### src/rtl/ili9341_pkg.sv
`default_nettype none
// ============================================================================
// Module      : ili9341_pkg
// Description : Shared definitions for the ILI9341 frame scheduler.
//               ILI9341 command opcodes, the scheduler state type and the
//               RGB888 -> RGB565 packing helper.
// Revision    : 1.0 - initial release
// ============================================================================
package ili9341_pkg;

    localparam logic [7:0] CMD_CASET = 8'h2A;  // column address set
    localparam logic [7:0] CMD_PASET = 8'h2B;  // page (row) address set
    localparam logic [7:0] CMD_RAMWR = 8'h2C;  // memory write

    typedef enum logic [2:0] {
        IDLE   = 3'd0,
        CASET  = 3'd1,
        PASET  = 3'd2,
        RAMWR  = 3'd3,
        PIX_HI = 3'd4,
        PIX_LO = 3'd5
    } sched_state_t;

    // Input packing is {B[23:16], G[15:8], R[7:0]}; the panel expects
    // {R[7:3], G[7:2], B[7:3]} as one 16-bit word.
    function automatic logic [15:0] rgb888_to_rgb565(input logic [23:0] rgb);
        return {rgb[7:3], rgb[15:10], rgb[23:19]};
    endfunction

endpackage
`default_nettype wire

### src/rtl/ili9341_frame_scheduler_fifo.sv
`default_nettype none
// ============================================================================
// Module      : sync_fifo
// Description : Single-clock pixel FIFO with flush.
//               The head entry is presented on dout straight from the
//               storage registers, so it is valid whenever empty is low.
// Ports       : clk, reset      - clock, synchronous active-high reset
//               push, din       - write request / data (ignored when full)
//               pop             - remove head entry (ignored when empty)
//               flush           - discard all contents; wins over push/pop
//               full, empty     - occupancy flags
//               dout            - head entry
// Revision    : 1.0 - initial release
// ============================================================================
module sync_fifo #(
    parameter int WIDTH = 24,
    parameter int DEPTH = 16
) (
    input  logic             clk,
    input  logic             reset,
    input  logic             push,
    input  logic [WIDTH-1:0] din,
    input  logic             pop,
    input  logic             flush,
    output logic             full,
    output logic             empty,
    output logic [WIDTH-1:0] dout
);

    localparam int             c_AW   = $clog2(DEPTH);
    localparam logic [c_AW:0]  c_FULL = (c_AW + 1)'(DEPTH);

    logic [WIDTH-1:0] r_mem [DEPTH];
    logic [c_AW-1:0]  r_wr_ptr;
    logic [c_AW-1:0]  r_rd_ptr;
    logic [c_AW:0]    r_count;
    logic             w_do_push;
    logic             w_do_pop;

    assign full      = (r_count == c_FULL);
    assign empty     = (r_count == '0);
    assign dout      = r_mem[r_rd_ptr];
    assign w_do_push = push & ~full & ~flush;
    assign w_do_pop  = pop & ~empty & ~flush;

    always_ff @(posedge clk) begin
        if (w_do_push) begin
            r_mem[r_wr_ptr] <= din;
        end
    end

    always_ff @(posedge clk) begin
        if (reset || flush) begin
            r_wr_ptr <= '0;
            r_rd_ptr <= '0;
            r_count  <= '0;
        end else begin
            if (w_do_push) begin
                r_wr_ptr <= r_wr_ptr + c_AW'(1);
            end
            if (w_do_pop) begin
                r_rd_ptr <= r_rd_ptr + c_AW'(1);
            end
            r_count <= r_count + (c_AW + 1)'(w_do_push) - (c_AW + 1)'(w_do_pop);
        end
    end

endmodule
`default_nettype wire

### src/rtl/ili9341_frame_scheduler.sv
`default_nettype none
// ============================================================================
// Module      : ili9341_frame_scheduler
// Description : Turns a VPU pixel stream into ILI9341 bus bytes. Each frame
//               begins with CASET / PASET window setup and RAMWR, then every
//               buffered pixel is sent as an RGB565 pair, high byte first.
// Ports       : clk, reset              - clock, synchronous active-high reset
//               enable                  - LCD init complete; gates frame start
//               frame_start             - 1-cycle pulse at first pixel
//               pix_valid/pix_color     - pixel input {B,G,R}
//               pix_ready               - FIFO not full
//               bus_valid/dc/data       - byte request to the bus engine
//               bus_ready               - bus engine accepts the byte
//               busy                    - scheduler not idle
//               overflow                - sticky dropped-pixel flag
//               frame_count             - completed frames (wraps)
// Revision    : 1.0 - initial release
// ============================================================================
module ili9341_frame_scheduler
    import ili9341_pkg::*;
#(
    parameter int WIDTH      = 320,
    parameter int HEIGHT     = 240,
    parameter int FIFO_DEPTH = 16
) (
    input  logic        clk,
    input  logic        reset,
    input  logic        enable,
    input  logic        frame_start,
    input  logic        pix_valid,
    input  logic [23:0] pix_color,
    output logic        pix_ready,
    output logic        bus_valid,
    output logic        bus_dc,
    output logic [7:0]  bus_data,
    input  logic        bus_ready,
    output logic        busy,
    output logic        overflow,
    output logic [7:0]  frame_count
);

    localparam logic [15:0] c_COL_END  = 16'(WIDTH - 1);
    localparam logic [15:0] c_ROW_END  = 16'(HEIGHT - 1);
    localparam logic [16:0] c_PIX_LAST = 17'(WIDTH * HEIGHT - 1);

    sched_state_t r_state;
    sched_state_t w_state_nxt;
    logic [3:0]   r_idx;
    logic [3:0]   w_idx_nxt;
    logic [16:0]  r_pix_cnt;
    logic [16:0]  w_pix_cnt_nxt;
    logic         w_frame_done;
    logic         r_resync;
    logic         r_overflow;
    logic [7:0]   r_frame_count;

    logic         w_xfer;
    logic         w_boundary;
    logic         w_flush;
    logic         w_fifo_pop;
    logic         w_fifo_full;
    logic         w_fifo_empty;
    logic [23:0]  w_fifo_dout;
    logic [15:0]  w_rgb565;

    logic         w_bus_valid;
    logic         w_bus_dc;
    logic [7:0]   w_bus_data;

    // Window data bytes: start coordinate is always 0, then end high/low.
    function automatic logic [7:0] coord_byte(input logic [3:0] idx,
                                              input logic [15:0] end_val);
        case (idx)
            4'd3:    return end_val[15:8];
            4'd4:    return end_val[7:0];
            default: return 8'h00;
        endcase
    endfunction

    assign w_xfer     = w_bus_valid & bus_ready;
    // Safe point to restart: nothing offered, or the offered byte goes now.
    assign w_boundary = ~w_bus_valid | bus_ready;
    assign w_flush    = r_resync & w_boundary;
    assign w_fifo_pop = (r_state == PIX_LO) & w_xfer;
    assign w_rgb565   = rgb888_to_rgb565(w_fifo_dout);

    sync_fifo #(
        .WIDTH (24),
        .DEPTH (FIFO_DEPTH)
    ) u_fifo (
        .clk   (clk),
        .reset (reset),
        .push  (pix_valid),
        .din   (pix_color),
        .pop   (w_fifo_pop),
        .flush (w_flush),
        .full  (w_fifo_full),
        .empty (w_fifo_empty),
        .dout  (w_fifo_dout)
    );

    // State register
    always_ff @(posedge clk) begin
        if (reset) begin
            r_state <= IDLE;
        end else begin
            r_state <= w_state_nxt;
        end
    end

    // Next-state logic
    always_comb begin
        w_state_nxt   = r_state;
        w_idx_nxt     = r_idx;
        w_pix_cnt_nxt = r_pix_cnt;
        w_frame_done  = 1'b0;
        if (w_flush) begin
            w_state_nxt   = CASET;
            w_idx_nxt     = 4'd0;
            w_pix_cnt_nxt = 17'd0;
        end else begin
            case (r_state)
                IDLE: begin
                    if (frame_start && enable) begin
                        w_state_nxt   = CASET;
                        w_idx_nxt     = 4'd0;
                        w_pix_cnt_nxt = 17'd0;
                    end
                end
                CASET, PASET: begin
                    if (w_xfer) begin
                        if (r_idx == 4'd4) begin
                            w_state_nxt = (r_state == CASET) ? PASET : RAMWR;
                            w_idx_nxt   = 4'd0;
                        end else begin
                            w_idx_nxt = r_idx + 4'd1;
                        end
                    end
                end
                RAMWR: begin
                    if (w_xfer) begin
                        w_state_nxt = PIX_HI;
                    end
                end
                PIX_HI: begin
                    if (w_xfer) begin
                        w_state_nxt = PIX_LO;
                    end
                end
                PIX_LO: begin
                    if (w_xfer) begin
                        if (r_pix_cnt == c_PIX_LAST) begin
                            w_state_nxt   = IDLE;
                            w_pix_cnt_nxt = 17'd0;
                            w_frame_done  = 1'b1;
                        end else begin
                            w_state_nxt   = PIX_HI;
                            w_pix_cnt_nxt = r_pix_cnt + 17'd1;
                        end
                    end
                end
                default: w_state_nxt = IDLE;
            endcase
        end
    end

    // Output decode. All inputs are registered state or the FIFO head,
    // which cannot change while a byte is stalled, so the request holds.
    always_comb begin
        w_bus_valid = 1'b0;
        w_bus_dc    = 1'b0;
        w_bus_data  = 8'h00;
        case (r_state)
            CASET: begin
                w_bus_valid = 1'b1;
                w_bus_dc    = (r_idx != 4'd0);
                w_bus_data  = (r_idx == 4'd0) ? CMD_CASET : coord_byte(r_idx, c_COL_END);
            end
            PASET: begin
                w_bus_valid = 1'b1;
                w_bus_dc    = (r_idx != 4'd0);
                w_bus_data  = (r_idx == 4'd0) ? CMD_PASET : coord_byte(r_idx, c_ROW_END);
            end
            RAMWR: begin
                w_bus_valid = 1'b1;
                w_bus_data  = CMD_RAMWR;
            end
            PIX_HI: begin
                w_bus_valid = ~w_fifo_empty;
                w_bus_dc    = 1'b1;
                w_bus_data  = w_rgb565[15:8];
            end
            PIX_LO: begin
                w_bus_valid = 1'b1;
                w_bus_dc    = 1'b1;
                w_bus_data  = w_rgb565[7:0];
            end
            default: begin
                w_bus_valid = 1'b0;
            end
        endcase
    end

    // Datapath registers
    always_ff @(posedge clk) begin
        if (reset) begin
            r_idx         <= 4'd0;
            r_pix_cnt     <= 17'd0;
            r_resync      <= 1'b0;
            r_overflow    <= 1'b0;
            r_frame_count <= 8'd0;
        end else begin
            r_idx     <= w_idx_nxt;
            r_pix_cnt <= w_pix_cnt_nxt;
            if (w_frame_done) begin
                r_frame_count <= r_frame_count + 8'd1;
            end
            if (pix_valid && w_fifo_full) begin
                r_overflow <= 1'b1;
            end
            // A fresh pulse re-arms the flag even on the cycle it is consumed.
            if (frame_start && enable && (r_state != IDLE)) begin
                r_resync <= 1'b1;
            end else if (w_flush) begin
                r_resync <= 1'b0;
            end
        end
    end

    assign pix_ready   = ~w_fifo_full;
    assign bus_valid   = w_bus_valid;
    assign bus_dc      = w_bus_dc;
    assign bus_data    = w_bus_data;
    assign busy        = (r_state != IDLE);
    assign overflow    = r_overflow;
    assign frame_count = r_frame_count;

endmodule
`default_nettype wire
### config.mk
export PLATFORM = sky130hd
export DESIGN_NAME = ili9341_frame_scheduler
export DESIGN_NICKNAME = d
export VERILOG_FILES = /design/src/rtl/ili9341_pkg.sv /design/src/rtl/ili9341_frame_scheduler_fifo.sv /design/src/rtl/ili9341_frame_scheduler.sv
export SDC_FILE = /design/constraint.sdc
export NUM_CORES = 1
export LEC_CHECK = 0
export CORE_ASPECT_RATIO = 1.2
export CORE_MARGIN = 4
export CORE_UTILIZATION = 60
export CTS_CLUSTER_SIZE = 10
export DETAILED_ROUTE_END_ITERATION = 7
export GPL_TIMING_DRIVEN = 1
export PLACE_DENSITY = 0.83
export SLEW_MARGIN = 20
export SYNTH_ARGS = -nofsm -noshare
export SYNTH_HDL_FRONTEND = slang
export SYNTH_SLANG_ARGS = --single-unit
### constraint.sdc
create_clock -name clk -period 3.5 [get_ports clk]
set_input_delay 1.05 -clock clk [delete_from_list [all_inputs] [get_ports clk]]
set_output_delay 1.05 -clock clk [all_outputs]
set_load 0.03 [all_outputs]
==> impl_results.md <==
* # hold bufs at CTS at 0
* Die height at 169 um
* Seq/Total Area, Yosys at 67.6%
* Most frequent cells in the layout: 256 x edfxtp_1, 57 x mux4_2, 49 x dfxtp_1
* CTS tree: yes
* Failing checks: negative setup slack
* Worst-Margin Slew at 613 ps
* CP endpoint kind: output pin
* Largest family of logic cells by synthesized area: multiplexers
* Worst-path clk slew at 60 ps
* Synth warnings at 0
* Synth Area in Adders at 1.69%
* Clk buf depth at 3
* Synth Area per Inst at 15.7 um2
* Largest net degree at the start of global routing at 38
* Top_reg_cell synth: edfxtp_1
* Slowest cell on the critical path: mux4_2
* Top achievable clock speed at 0.267 GHz
* Vias in the first global route at 8055
* Final HPWL DP at 17.6 mm
* Number of buffers and inverters on the critical path at 3
* Critical path data required time at 2450 ps
* Initial Util at 61.2%
* Row Count at 58
* Area grow syn2layout at 19.5%
* Min Clock Period, post-route at 3740 ps
* Synth Net Count at 866
* Worst skew pair latency at 520 ps
* GRT met2 Usage at 46.3%
* WS Path Type: reg -> out
* Die width at 142 um
* Slew Limit Fails at 0
* Grt peak-use layer: met2
* RSZ-0062 raised after global routing: yes
* Drt via density at 6.58
* Max rail drop VDD at 0.000506 V
* Setup slack after layout at -244 ps
* Number of synthesized flops with an enable pin at 256
* Total wire length at 31.7 mm
* N_diodes at 0
* GPL Wtd Cong at 0.846
* Crit path max fanout at 6
* Final ANT Viol Nets at 0
* Compound-Gate Fraction of Synth Area at 5.40%
* DRT iter0 DRCs at 758
* Clk sinks at 307
* Routed wire per std cell at 26.3 um
* Total grt overflow at 0
* Layout Skew at 16.7 ps
* Finished Layout Cells at 1204
* HP Class: reg -> reg
* H-tree depth at 2
* Max-Slew Margin vs Limit at 59.0%
* CTS buffer count at 37
* Yosys reg bits at 307
* Antenna violations before repair at 0
* Share of cells above drive strength 1 at 23.3%
* Core Area at 21000 um2
* Outcome: finished, violations left
* Global-route wire length before repair at 48.4 mm
* Pwr Density at 526 nW/um2
* Setup-failing EPs final at 8
* Die footprint at 23900 um2
* Clk Tree Root Cell: clkbuf_16
* Syn Inst Count at 820
* Commonest non-fill, non-tap cell in the layout: edfxtp_1
* Post-layout utilization of the core at 73.1%
* Post-Synth Simple-Gate Area at 9.33%
* Final net count at 966
* Setup TNS at -1140 ps
* M3 GR Usage at 5.40%
* Worst setup SP type: flip-flop
* Worst EP arrival at 2690 ps
* I/O Pins at 51
* Tcrit/Tclk final at 107%
* Total Routing Usage GR at 27.0%
* Most common cell on crit path: buf_12
* Port bufs at 42
* Post-synth ARST share at 0%
* Hold Fails Final Rpt at 0
* Placed instance count at 1145
* Mux share of post-synthesis cell area at 13.2%
* Vias at 7917
* CP peak stage delay at 490 ps
* Netlist cell types at 65
* DRC errors left at 0
* CP top delay family: multiplexers
* Xor/xnor share of the synthesized area at 0.816%
* # Max-Cap Violations at 0
* Routing usage on met1 at 33.8%
* Drt pass-1 iters at 5
* Leak at 5.00 nW
* Area of the mapped netlist at 12900 um2
* Critical-path cell list: buf_12 > buf_6 > mux4_2 > mux2_2 > o211ai_1 > o311ai_2 > buf_12
==> where the power goes <==
part,switching (mW),internal [mW],total (mW)
sequential,0.0552,4.07,4.12
combinational,0.348,0.244,0.592
clock,1.38,1.99,3.38
total,1.79,6.30,8.09
==> logic make-up after synthesis <==
logic type	Yosys count
AO/OA/AOI/OAI	110
AND/OR/NAND/NOR	214
XOR/XNOR	12
adder cells (fa/ha/maj)	17
buffers and inverters	63
flip-flops	307
multiplexers	97
==> cell usage after synthesis, drive strengths merged (4+ instances only) <==
cell type	n	area share [%]
a211oi	4	0.23
o211ai	8	0.47
mux2i	31	2.4
inv	21	0.61
a21o	5	0.29
edfxtp	256	60
buf	22	0.80
ha	15	1.5
nor2b	9	0.44
nand2	35	1.0
o21ai	23	0.89
nor2	59	1.7
nand3	21	0.82
and3	5	0.24
or3	15	0.73
clkbuf	20	0.58
nor4	4	0.31
a311oi	4	0.27
mux4	57	10
a22oi	6	0.35
mux2	9	0.79
nand4	11	0.75
a31oi	9	0.44
xor2	9	0.61
a21oi	34	1.3
or4	6	0.35
or4b	4	0.34
nand3b	4	0.23
nor3	15	0.76
dfxtp	51	7.9
nand2b	4	0.19
and2	5	0.24
==> registers in the layout (all words and copies together) (netlist names), named ones only <==
| signal | flops |
|---|---|
| u_fifo.r_mem | 256 |
| r_pix_cnt | 17 |
| frame_count | 8 |
| u_fifo.r_count | 5 |
| r_idx | 4 |
| u_fifo.r_rd_ptr | 4 |
| u_fifo.r_wr_ptr | 4 |
| r_state | 3 |
| overflow | 1 |
| r_resync | 1 |
==> tightest hold or removal path, stage by stage (launching register included) <==
cell	delay (ps)
dfxtp_1	330
a21oi_1	40
nor2_1	70
==> path summary, 6_finish.rpt <==
check | startpoint | end | slack [ps] | depth (start not counted)
max reg2reg | u_fifo.r_count[2]$_SDFF_PP0_ | u_fifo.r_count[4]$_SDFF_PP0_ | 540 | 14
min reg2reg | overflow$_SDFFE_PP0P_ | overflow$_SDFFE_PP0P_ | 480 | 2
max | flip-flop | bus_data[3] | -240 | 7
min | overflow$_SDFFE_PP0P_ | overflow$_SDFFE_PP0P_ | 480 | 2
==> per-layer routing <==
metal / wire length [um] / vias to the layer above
li1: - / 3436
met1: 11400 / 3992
met2: 16200 / 400
met3: 2620 / 89
met4: 1430 / 0
met5: 0 / -
==> cell type report <==
| cell class | instances | area [um2] |
|---|---|---|
| clock buffer | 51 | 1010 |
| clock inverter | 2 | 25.0 |
| fill | 1244 | 5660 |
| inverter | 21 | 78.8 |
| multi-input combinational | 450 | 4040 |
| sequential | 307 | 8720 |
| tap | 270 | 338 |
| timing repair buffer | 103 | 1180 |
==> what timing repair did <==
action,in CTS,in global routing
buffers inserted,6,0
endpoints found under the setup margin,10,10
gates resized for setup,21,15
gates cloned,1,0
pin swaps,4,5
hold endpoints to repair,0,0
==> metrics by stage <==
stage	cell area (um2)	total power, mW	setup slack, ps	hold WS, ps
2_1_floorplan	12900	4.51	53.7	471
3_3_place_gp	14200	4.74	72.5	451
3_5_place_dp	14200	4.77	99.2	467
4_1_cts	15400	8.11	-240	481
5_1_grt	15400	8.35	-270	514
6_report	15400	8.09	-244	475
(Power assumes the default switching activity.)
